$ cat src/rtl/segway_pkg.sv
// Shared types and constants for the motor command stage.
package segway_pkg;

  // Top-level operating modes of the command stage.
  typedef enum logic [1:0] {
    ST_OFF       = 2'd0,
    ST_RUN       = 2'd1,
    ST_RAMP_DOWN = 2'd2
  } mtr_state_t;

  // Slew prescaler widths: 2^12 clocks normally, 2^4 for fast simulation.
  localparam int PRESC_W_SLOW = 12;
  localparam int PRESC_W_FAST = 4;

  // 12-bit add that clamps at 12'hFFF instead of wrapping.
  function automatic logic [11:0] sat_add12(input logic [11:0] a, input logic [11:0] b);
    logic [12:0] s;
    s = {1'b0, a} + {1'b0, b};
    return s[12] ? 12'hFFF : s[11:0];
  endfunction

endpackage

$ cat src/rtl/mtr_slew_ch.sv
// One motor channel: target registers, applied speed/direction and the
// slew/reversal rule applied on each prescaler tick.
module mtr_slew_ch
  import segway_pkg::*;
#(
  parameter int SPD_W        = 11,
  parameter int SLEW_STEP    = 16,
  parameter int DERATE_SHIFT = 1
) (
  input  logic             clk,
  input  logic             rst,
  input  logic             clr,         // stage is OFF: hold everything at zero
  input  logic             load,        // accept a new command this edge
  input  logic             tick,        // slew tick
  input  logic             force_zero,  // ramping down: effective target is 0, rev frozen
  input  logic             derate,      // battery low: scale target down
  input  logic [SPD_W-1:0] cmd_spd,
  input  logic             cmd_rev,
  output logic [SPD_W-1:0] spd,
  output logic             rev,
  output logic             at_tgt
);

  localparam logic [SPD_W-1:0] STEP = SPD_W'(SLEW_STEP);

  logic [SPD_W-1:0] tgt_spd;
  logic             tgt_rev;
  logic [SPD_W-1:0] eff_mag;
  logic [SPD_W-1:0] spd_nxt;
  logic             rev_nxt;
  logic             rev_mismatch;

  // Effective target magnitude and the speed/direction a tick would produce.
  // A direction change first brings the wheel to rest; rev flips only on a
  // tick that finds spd already at zero.
  always_comb begin
    spd_nxt      = spd;
    rev_nxt      = rev;
    eff_mag      = force_zero ? '0 : (derate ? (tgt_spd >> DERATE_SHIFT) : tgt_spd);
    rev_mismatch = (tgt_rev != rev) && !force_zero;
    if (rev_mismatch) begin
      if (spd == '0)       rev_nxt = ~rev;
      else if (spd > STEP) spd_nxt = spd - STEP;
      else                 spd_nxt = '0;
    end else if (eff_mag > spd) begin
      if ((eff_mag - spd) > STEP) spd_nxt = spd + STEP;
      else                        spd_nxt = eff_mag;
    end else if (eff_mag < spd) begin
      if ((spd - eff_mag) > STEP) spd_nxt = spd - STEP;
      else                        spd_nxt = eff_mag;
    end
    // A wheel at rest counts as settled regardless of its direction bit.
    at_tgt = (spd == eff_mag) && ((spd == '0) || (rev == tgt_rev));
  end

  // Target capture and tick-paced update of the applied speed/direction.
  always_ff @(posedge clk) begin
    if (rst) begin
      tgt_spd <= '0;
      tgt_rev <= 1'b0;
      spd     <= '0;
      rev     <= 1'b0;
    end else if (clr) begin
      tgt_spd <= '0;
      tgt_rev <= 1'b0;
      spd     <= '0;
    end else begin
      if (tick) begin
        spd <= spd_nxt;
        rev <= rev_nxt;
      end
      if (load) begin
        tgt_spd <= cmd_spd;
        tgt_rev <= cmd_rev;
      end
    end
  end

endmodule

$ cat src/rtl/mtr_cmd_stage.sv
// Motor command stage: power/rider FSM, slew prescaler, battery-low
// detection with hysteresis and one slew channel per motor.
//
// vld is a one-cycle strobe with no back-pressure: a command is taken on any
// clk edge where vld=1 and the stage is in RUN and not leaving it; otherwise
// it is dropped.
module mtr_cmd_stage
  import segway_pkg::*;
#(
  parameter int          NUM_CH       = 2,
  parameter int          SPD_W        = 11,
  parameter int          SLEW_STEP    = 16,
  parameter logic [11:0] BATT_LOW_TH  = 12'h800,
  parameter logic [11:0] BATT_HYST    = 12'h040,
  parameter int          DERATE_SHIFT = 1,
  parameter int          FAST_SIM     = 0
) (
  input  logic                    clk,
  input  logic                    rst,
  input  logic                    pwr_up,
  input  logic                    vld,
  input  logic [NUM_CH*SPD_W-1:0] cmd_spd,
  input  logic [NUM_CH-1:0]       cmd_rev,
  input  logic                    rider_off,
  input  logic [11:0]             batt,
  output logic [NUM_CH*SPD_W-1:0] spd,
  output logic [NUM_CH-1:0]       rev,
  output logic                    moving,
  output logic                    batt_low,
  output logic                    ramp_busy
);

  localparam int          PW          = (FAST_SIM != 0) ? PRESC_W_FAST : PRESC_W_SLOW;
  localparam logic [11:0] BATT_CLR_TH = sat_add12(BATT_LOW_TH, BATT_HYST);

  mtr_state_t        state;
  mtr_state_t        state_nxt;
  logic [PW-1:0]     presc;
  logic              tick;
  logic              stop_req;
  logic              load;
  logic [NUM_CH-1:0] ch_at_tgt;

  assign tick     = &presc;
  assign stop_req = !pwr_up || rider_off;
  assign load     = (state == ST_RUN) && !stop_req && vld;
  assign moving   = (spd != '0);
  assign ramp_busy = (state == ST_RAMP_DOWN) || !(&ch_at_tgt);

  // Free-running slew prescaler; tick fires when it wraps.
  always_ff @(posedge clk) begin
    if (rst) presc <= '0;
    else     presc <= presc + 1'b1;
  end

  // Battery-low flag with hysteresis between set and clear thresholds.
  always_ff @(posedge clk) begin
    if (rst)                      batt_low <= 1'b0;
    else if (batt < BATT_LOW_TH)  batt_low <= 1'b1;
    else if (batt >= BATT_CLR_TH) batt_low <= 1'b0;
  end

  // Mode register.
  always_ff @(posedge clk) begin
    if (rst) state <= ST_OFF;
    else     state <= state_nxt;
  end

  // Mode transitions; leaving RAMP_DOWN waits until every wheel is at rest.
  always_comb begin
    state_nxt = state;
    case (state)
      ST_OFF:       if (pwr_up && !rider_off) state_nxt = ST_RUN;
      ST_RUN:       if (stop_req)             state_nxt = ST_RAMP_DOWN;
      ST_RAMP_DOWN: begin
        if (!moving) begin
          if (!pwr_up)         state_nxt = ST_OFF;
          else if (!rider_off) state_nxt = ST_RUN;
        end
      end
      default:                                state_nxt = ST_OFF;
    endcase
  end

  for (genvar i = 0; i < NUM_CH; i++) begin : g_ch
    mtr_slew_ch #(
      .SPD_W        (SPD_W),
      .SLEW_STEP    (SLEW_STEP),
      .DERATE_SHIFT (DERATE_SHIFT)
    ) u_ch (
      .clk        (clk),
      .rst        (rst),
      .clr        (state == ST_OFF),
      .load       (load),
      .tick       (tick),
      .force_zero (state == ST_RAMP_DOWN),
      .derate     (batt_low),
      .cmd_spd    (cmd_spd[i*SPD_W +: SPD_W]),
      .cmd_rev    (cmd_rev[i]),
      .spd        (spd[i*SPD_W +: SPD_W]),
      .rev        (rev[i]),
      .at_tgt     (ch_at_tgt[i])
    );
  end

endmodule

$ cat config.mk
export PLATFORM = sky130hd
export DESIGN_NAME = mtr_cmd_stage
export DESIGN_NICKNAME = d
export VERILOG_FILES = /design/src/rtl/segway_pkg.sv /design/src/rtl/mtr_slew_ch.sv /design/src/rtl/mtr_cmd_stage.sv
export SDC_FILE = /design/constraint.sdc
export NUM_CORES = 1
export LEC_CHECK = 0
export ABC_AREA = 1
export BUFFER_PORTS_ARGS = -buffer_cell sky130_fd_sc_hd__buf_4
export CAP_MARGIN = 20
export CORE_MARGIN = 3
export CORE_UTILIZATION = 61
export CTS_CLUSTER_DIAMETER = 40
export DETAILED_ROUTE_END_ITERATION = 10
export PLACE_DENSITY = 0.82
export SYNTH_ARGS = -nofsm -noshare
export SYNTH_HDL_FRONTEND = slang
export SYNTH_SLANG_ARGS = --single-unit
$ cat constraint.sdc
create_clock -name clk -period 4.05 [get_ports clk]
set_clock_uncertainty 0.15 [all_clocks]
set_input_delay 0.2025 -clock clk [delete_from_list [all_inputs] [get_ports clk]]
set_output_delay 0.2025 -clock clk [all_outputs]
set_load 0.03 [all_outputs]
Word level (Yosys, flattened, before mapping)
Cells that the tools add are included.

cells by class
  bitwise operators = 3
  multiplexer cells = 26
  eq/ne operators = 14
  magnitude comparators = 12
  $add $sub $neg = 9
  reduce and logical (&&, ||, !) cells = 30

operators with widths
  cell                   count
  $mux 11                18
  $gt 11x5->1 const B    6
  $sub 11x11->11         4
  $reduce_and 15->1      2
  $reduce_and 14->1      2
  $add 11x5->11 const B  2
  $eq 11x11->1           2
  $gt 11x11->1           2
  $logic_not 11->1       2
  $lt 11x11->1           2
  $reduce_bool 22->1     1
  $sub 11x5->11 const B  2
  $add 12x1->12 const B  1
  $ge 12x12->1 const B   1
  $lt 12x12->1 const B   1
  $mux 2                 5
  $ne 2x2->1 const B     5
  $logic_and 1x1->1      7
  $pmux 2 s3             1
  $reduce_bool 3->1      2
  $logic_not 1->1        5
  $logic_or 1x1->1       4
  $reduce_and 4->1       1
  $ne 3x3->1 const B     1
  10 further kinds       15

storage, ports and cells
  register bits after elaboration = 63
  output and inout port bits = 27
  input port bits = 41
  logic and storage cells = 105

Logic depth before layout (Yosys ltp)
  depth after elaboration = 8
  gate-level depth with buffers = 27

Cells and area by module
A second synthesis with hierarchy kept.

second synthesis, totals
  cells, all modules = 1,075
  area, all modules = 6,751.5 um^2

modules (own cells, without submodules)
  module                       instances  seq. area each (um^2)  cells an instance  area each (um^2)
  mtr_slew_ch at g_ch[0].u_ch  1          480.5                  491                3,001.6
  mtr_slew_ch at g_ch[1].u_ch  1          480.5                  475                2,981.6
  mtr_cmd_stage                1          300.3                  109                768.2

Worst setup path after synthesis
No wires, ideal clock.

  kind = register -> register
  start point = reg batt_low
  end point = reg g_ch[1].u_ch.spd[4]
  setup slack = 683 ps
  buffers on the path = 3
  data arrival time = 3,150 ps
  setup time = 67 ps
  stages on the path, launching flop included = 23
  clock period less this slack = 3,367 ps
  data required time = 3,833 ps
  path through = dfxtp_1 > inv_1 > buf_2 > buf_1 > nor2_1 > nor3_1 > ha_1 > buf_4 > nand2_1 > nor2_1 > nand2_1 > nand3_2 > a21boi_1 > nor2_1 > nor2_1 > nand3_1 > nor2_4 > inv_2 > nand2_1 > nand3_1 > nand2_1 > nand2_1 > a21oi_2

on the way
  word-level cells in the longest chain between the ends = 8
  elaborated cells between the ends (all ways) = 15

ends and longest elaborated chain
  item                       line                 text
  start: declaration         mtr_cmd_stage.sv:29  output logic batt_low,
  start signal: assignment   mtr_cmd_stage.sv:58  if (rst) batt_low <= 1'b0;
  start signal: assignment   mtr_cmd_stage.sv:59  else if (batt < BATT_LOW_TH) batt_low <= 1'b1;
  start signal: assignment   mtr_cmd_stage.sv:60  else if (batt >= BATT_CLR_TH) batt_low <= 1'b0;
  $mux 11 (*) (2 in series)  mtr_slew_ch.sv:39    eff_mag = force_zero ? '0 : (derate ? (tgt_spd >> DERATE_SHIFT) : tgt_spd);
  $sub 11x11->11             mtr_slew_ch.sv:49    if ((spd - eff_mag) > STEP) spd_nxt = spd - STEP;
  $gt 11x5->1                mtr_slew_ch.sv:49
  $mux 11                    mtr_slew_ch.sv:49
  $mux 11                    mtr_slew_ch.sv:48    end else if (eff_mag < spd) begin
  $mux 11                    mtr_slew_ch.sv:45    end else if (eff_mag > spd) begin
  $mux 11                    mtr_slew_ch.sv:41    if (rev_mismatch) begin
  end signal: assignment     mtr_slew_ch.sv:69    spd <= spd_nxt;
  end: declaration           mtr_slew_ch.sv:19    output logic [SPD_W-1:0] spd,

Mark *: on every way between the ends. The rest lies on a longest branch, timed or not. The select of a mux whose other input is x is not followed.
A chain may end at the register's enable or synchronous reset.

Final worst setup path
  start point = reg batt_low
  end point = out ramp_busy

on the way
  word-level cells in the longest chain between the ends = 7
  elaborated cells between the ends (all ways) = 11

ends and longest elaborated chain
  item                   line                 text
  $mux 11 (2 in series)  mtr_slew_ch.sv:39
  $eq 11x11->1           mtr_slew_ch.sv:53    at_tgt = (spd == eff_mag) && ((spd == '0) || (rev == tgt_rev));
  $logic_and 1x1->1      mtr_slew_ch.sv:53
  $reduce_and 2->1 (*)   mtr_cmd_stage.sv:48  assign ramp_busy = (state == ST_RAMP_DOWN) || !(&ch_at_tgt);
  $logic_not 1->1 (*)    mtr_cmd_stage.sv:48
  $logic_or 1x1->1 (*)   mtr_cmd_stage.sv:48
  end: declaration       mtr_cmd_stage.sv:30  output logic ramp_busy

Mark *: on every way between the ends. The rest lies on a longest branch, timed or not.

==> parameters.txt <==
Parameter                              Value

Floorplanning
  Area enclosed by the die boundary ... 12200 um2
  Floorplan die height ... 111 um
  Initial standard-cell utilization of the core ... 63.7%
  X dimension of the die ... 111 um
  Area of the placeable core ... 10500 um2
  Rows ... 37
  Number of I/O pins ... 68

Clock network
  Clock Root Buffer ... clkbuf_8
  Clock slew at the register clock pins of the worst setup and hold paths ... 0.08 ns
  Clock Path Buffers ... 2
  Clock tree from TritonCTS ... yes
  Post-CTS sizing ... 0
  Buffer count from post-CTS setup fixing ... 0
  H-tree Lvls ... 3
  Num CTS Buffers ... 9
  Clock Latency Late Sink ... 0.36 ns
  Clock sink total ... 63

Run status
  Status ... finished clean

Synth
  EDFF count, synth ... 0
  Average cell area after synthesis ... 6.06 um2
  Synth warn ... 0
  Sequential share of the synthesized area ... 18.9%
  Async set-or-reset flop fraction in the synthesized netlist ... 0%
  Cells after Synth ... 1100
  Post-synth top flop ... dfxtp_1
  Number of different library cells in the post-synthesis netlist ... 49
  Number of nets produced by synthesis ... 1192
  Register bit total from synthesis ... 63
  Mapped cell area ... 6670 um2

Placement
  Post-DP HPWL ... 14400 um
  Gpl congestion ... 0.948
  Cells after DPL ... 1277
  Port Buf Inserts ... 61

Routing
  Number of iterations in the first detailed-routing pass ... 5
  Vias ... 7210
  Drt wl/cell ... 14.4 um
  Iteration-0 DRC count of the detailed router ... 703
  DR vias/cell ... 5.48
  Residual DRC ... 0
  Post-detailed-route count of antenna-violating nets ... 0
  Final routed wirelength across all metal layers ... 18900 um

Timing
  Slew HR ... 39.4%
  Post-layout min period ... 3.64 ns
  Final sum of negative setup slack ... 0 ns
  Slew @ Worst Pin ... 0.907 ns
  Final-report hold violation count ... 0
  Final hold slack ... 0.00565 ns
  Max Slew Vio Count ... 0
  Final worst path period share ... 90.0%
  # setup viols final ... 0
  Top achievable clock speed ... 274 MHz
  RSZ-0062 raised after global routing ... no

Final layout
  Count of antenna diodes in the layout ... 0
  Area taken by flip-flops and latches ... 1260 um2
  Area Growth Syn to Fin ... 14.8%
  Most common cell after layout, fill and taps aside ... nand2_1
  Total area of multi-input combinational cells ... 4660 um2
  Most frequent cells in the layout ... nand2_1 (290), inv_1 (145), nand3_1 (115), nor2_1 (105), a21oi_1 (87)
  Layout fillers ... 958
  Cell Count, Final, Fillers Out ... 1315
  Share of cells above drive strength 1 ... 14.7%
  Net count, final ... 1266

Job
  Number of max-cap violations ... 0

Critical path
  Worst-path fanout max ... 21
  Endpoint required time on the critical path ... 3.70 ns
  Element type at the critical path start ... flop
  Kind of critical path ... reg -> out
  Type of destination of the critical path ... output port
  R2R setup slack ... 0.49 ns
  WP data arrival ... 3.29 ns

GRT
  Global-route wire length before repair ... 31500 um
  Total overflow reported by the global router ... 0
  Maximum number of pins on one net before global-route repair ... 31
  Number of antenna violations at the first check in global routing ... 0
  Via count of the first global-routing pass ... 6627
  Overall Global Routing Usage ... 30.3%

Pwr
  Power density relative to cell area ... 238 nW/um2
  Leak pwr ... 0.00389 uW
  VDD IR-drop max ... 169 uV

Hold path
  Tightest Hold Check Type ... in -> reg
-- through the flow --
| step | power (uW) | instance area [um2] | util [%] | worst slack, ns |
|---|---|---|---|---|
| 5_1_grt | 1920 | 7660 | 73.2 | 0.178 |
| 3_3_place_gp | 1160 | 7210 | 68.9 | 0.607 |
| 2_1_floorplan | 1040 | 6670 | - | 0.683 |
| 4_1_cts | 1820 | 7650 | 73.1 | 0.451 |
| 6_report | 1820 | 7660 | 73.2 | 0.405 |
| 3_5_place_dp | 1160 | 7210 | 68.9 | 0.588 |
-- power by group --
part	switching, uW	leakage, uW	internal, uW	total, uW
combinational	362	0.00327	193	556
sequential	2.77	0.000508	623	626
clock	287	0.000114	354	641
-- final cells by class --
class                      count  area share [%]
clock buffer                   9            1.62
timing repair buffer          91            9.64
inverter                     159            7.83
tap                          136            2.22
multi-input combinational    850            60.9
clock inverter                 7            1.36
sequential                    63            16.5
-- layer usage --
| layer | share of wire [%] | global-route usage [%] | up-vias | wire length, um |
|---|---|---|---|---|
| met5 | 0 | 0 | - | 0 |
| met4 | 1.1 | 5.50 | 0 | 203 |
| met3 | 7.9 | 5.86 | 22 | 1500 |
| met2 | 42 | 47.2 | 288 | 8010 |
| met1 | 49 | 43.9 | 3204 | 9180 |
| li1 | - | - | 3696 | - |
-- cell families (layout without fill, tap and decap cells) --
logic type	Yosys count	count (layout)	synth area share, %
AOI/OAI and AO/OA	140	140	11.8
adders and majority gates	51	51	9.57
DFF	63	63	18.9
buffers and inverters	187	266	11.2
xor gates and xnor gates	28	28	3.68
and+or+nand+nor	631	631	44.8
-- critical path, stage by stage, from the launching register on --
cell and delay (ns):
dfxtp_1 0.33, buf_4 0.26, nor2_1 0.08, nor3_1 0.50
ha_1 0.35, nand2_1 0.16, nor2_1 0.23, nand4_1 0.35
nor3_1 0.31, o221ai_1 0.17, buf_4 0.20
-- path summary, 6_finish.rpt --
check / cells after the start / startpoint / end
min reg2reg: 1 / presc[0] / presc[0]
max reg2reg: 13 / batt_low / g_ch[0].u_ch.spd[4]
min: 3 / cmd_spd[3] / g_ch[0].u_ch.tgt_spd[3]
max: 10 / batt_low / ramp_busy
-- cells in the mapped netlist (7+ instances only) --
library cell,count,area [um2]
a21oi_1,87,435
a21oi_2,7,61.3
clkbuf_1,13,48.8
dfxtp_1,63,1260
ha_1,51,638
inv_1,145,544
inv_2,13,48.8
nand2_1,290,1090
nand2_2,20,125
nand2_4,8,90.1
nand3_1,115,576
nand3_2,12,120
nand4_1,18,113
nor2_1,105,394
nor2_2,8,50.1
nor2_4,7,78.8
nor3_1,31,155
o21ai_0,26,130
xor2_1,22,193
-- state kept, by name, summed over array words and instances, names as in the netlist --
signal,cells
g_ch.u_ch.tgt_rev,2
presc,12
g_ch.u_ch.tgt_spd,22
state,2
batt_low,1
g_ch.u_ch.rev,2
g_ch.u_ch.spd,22
-- what timing repair did --
item,4_1_cts,5_1_grt
endpoints found under the hold margin,27,1
setup endpoints to repair,0,0
hold buffers,21,1
Note: power is estimated with default switching activity, not from simulation.
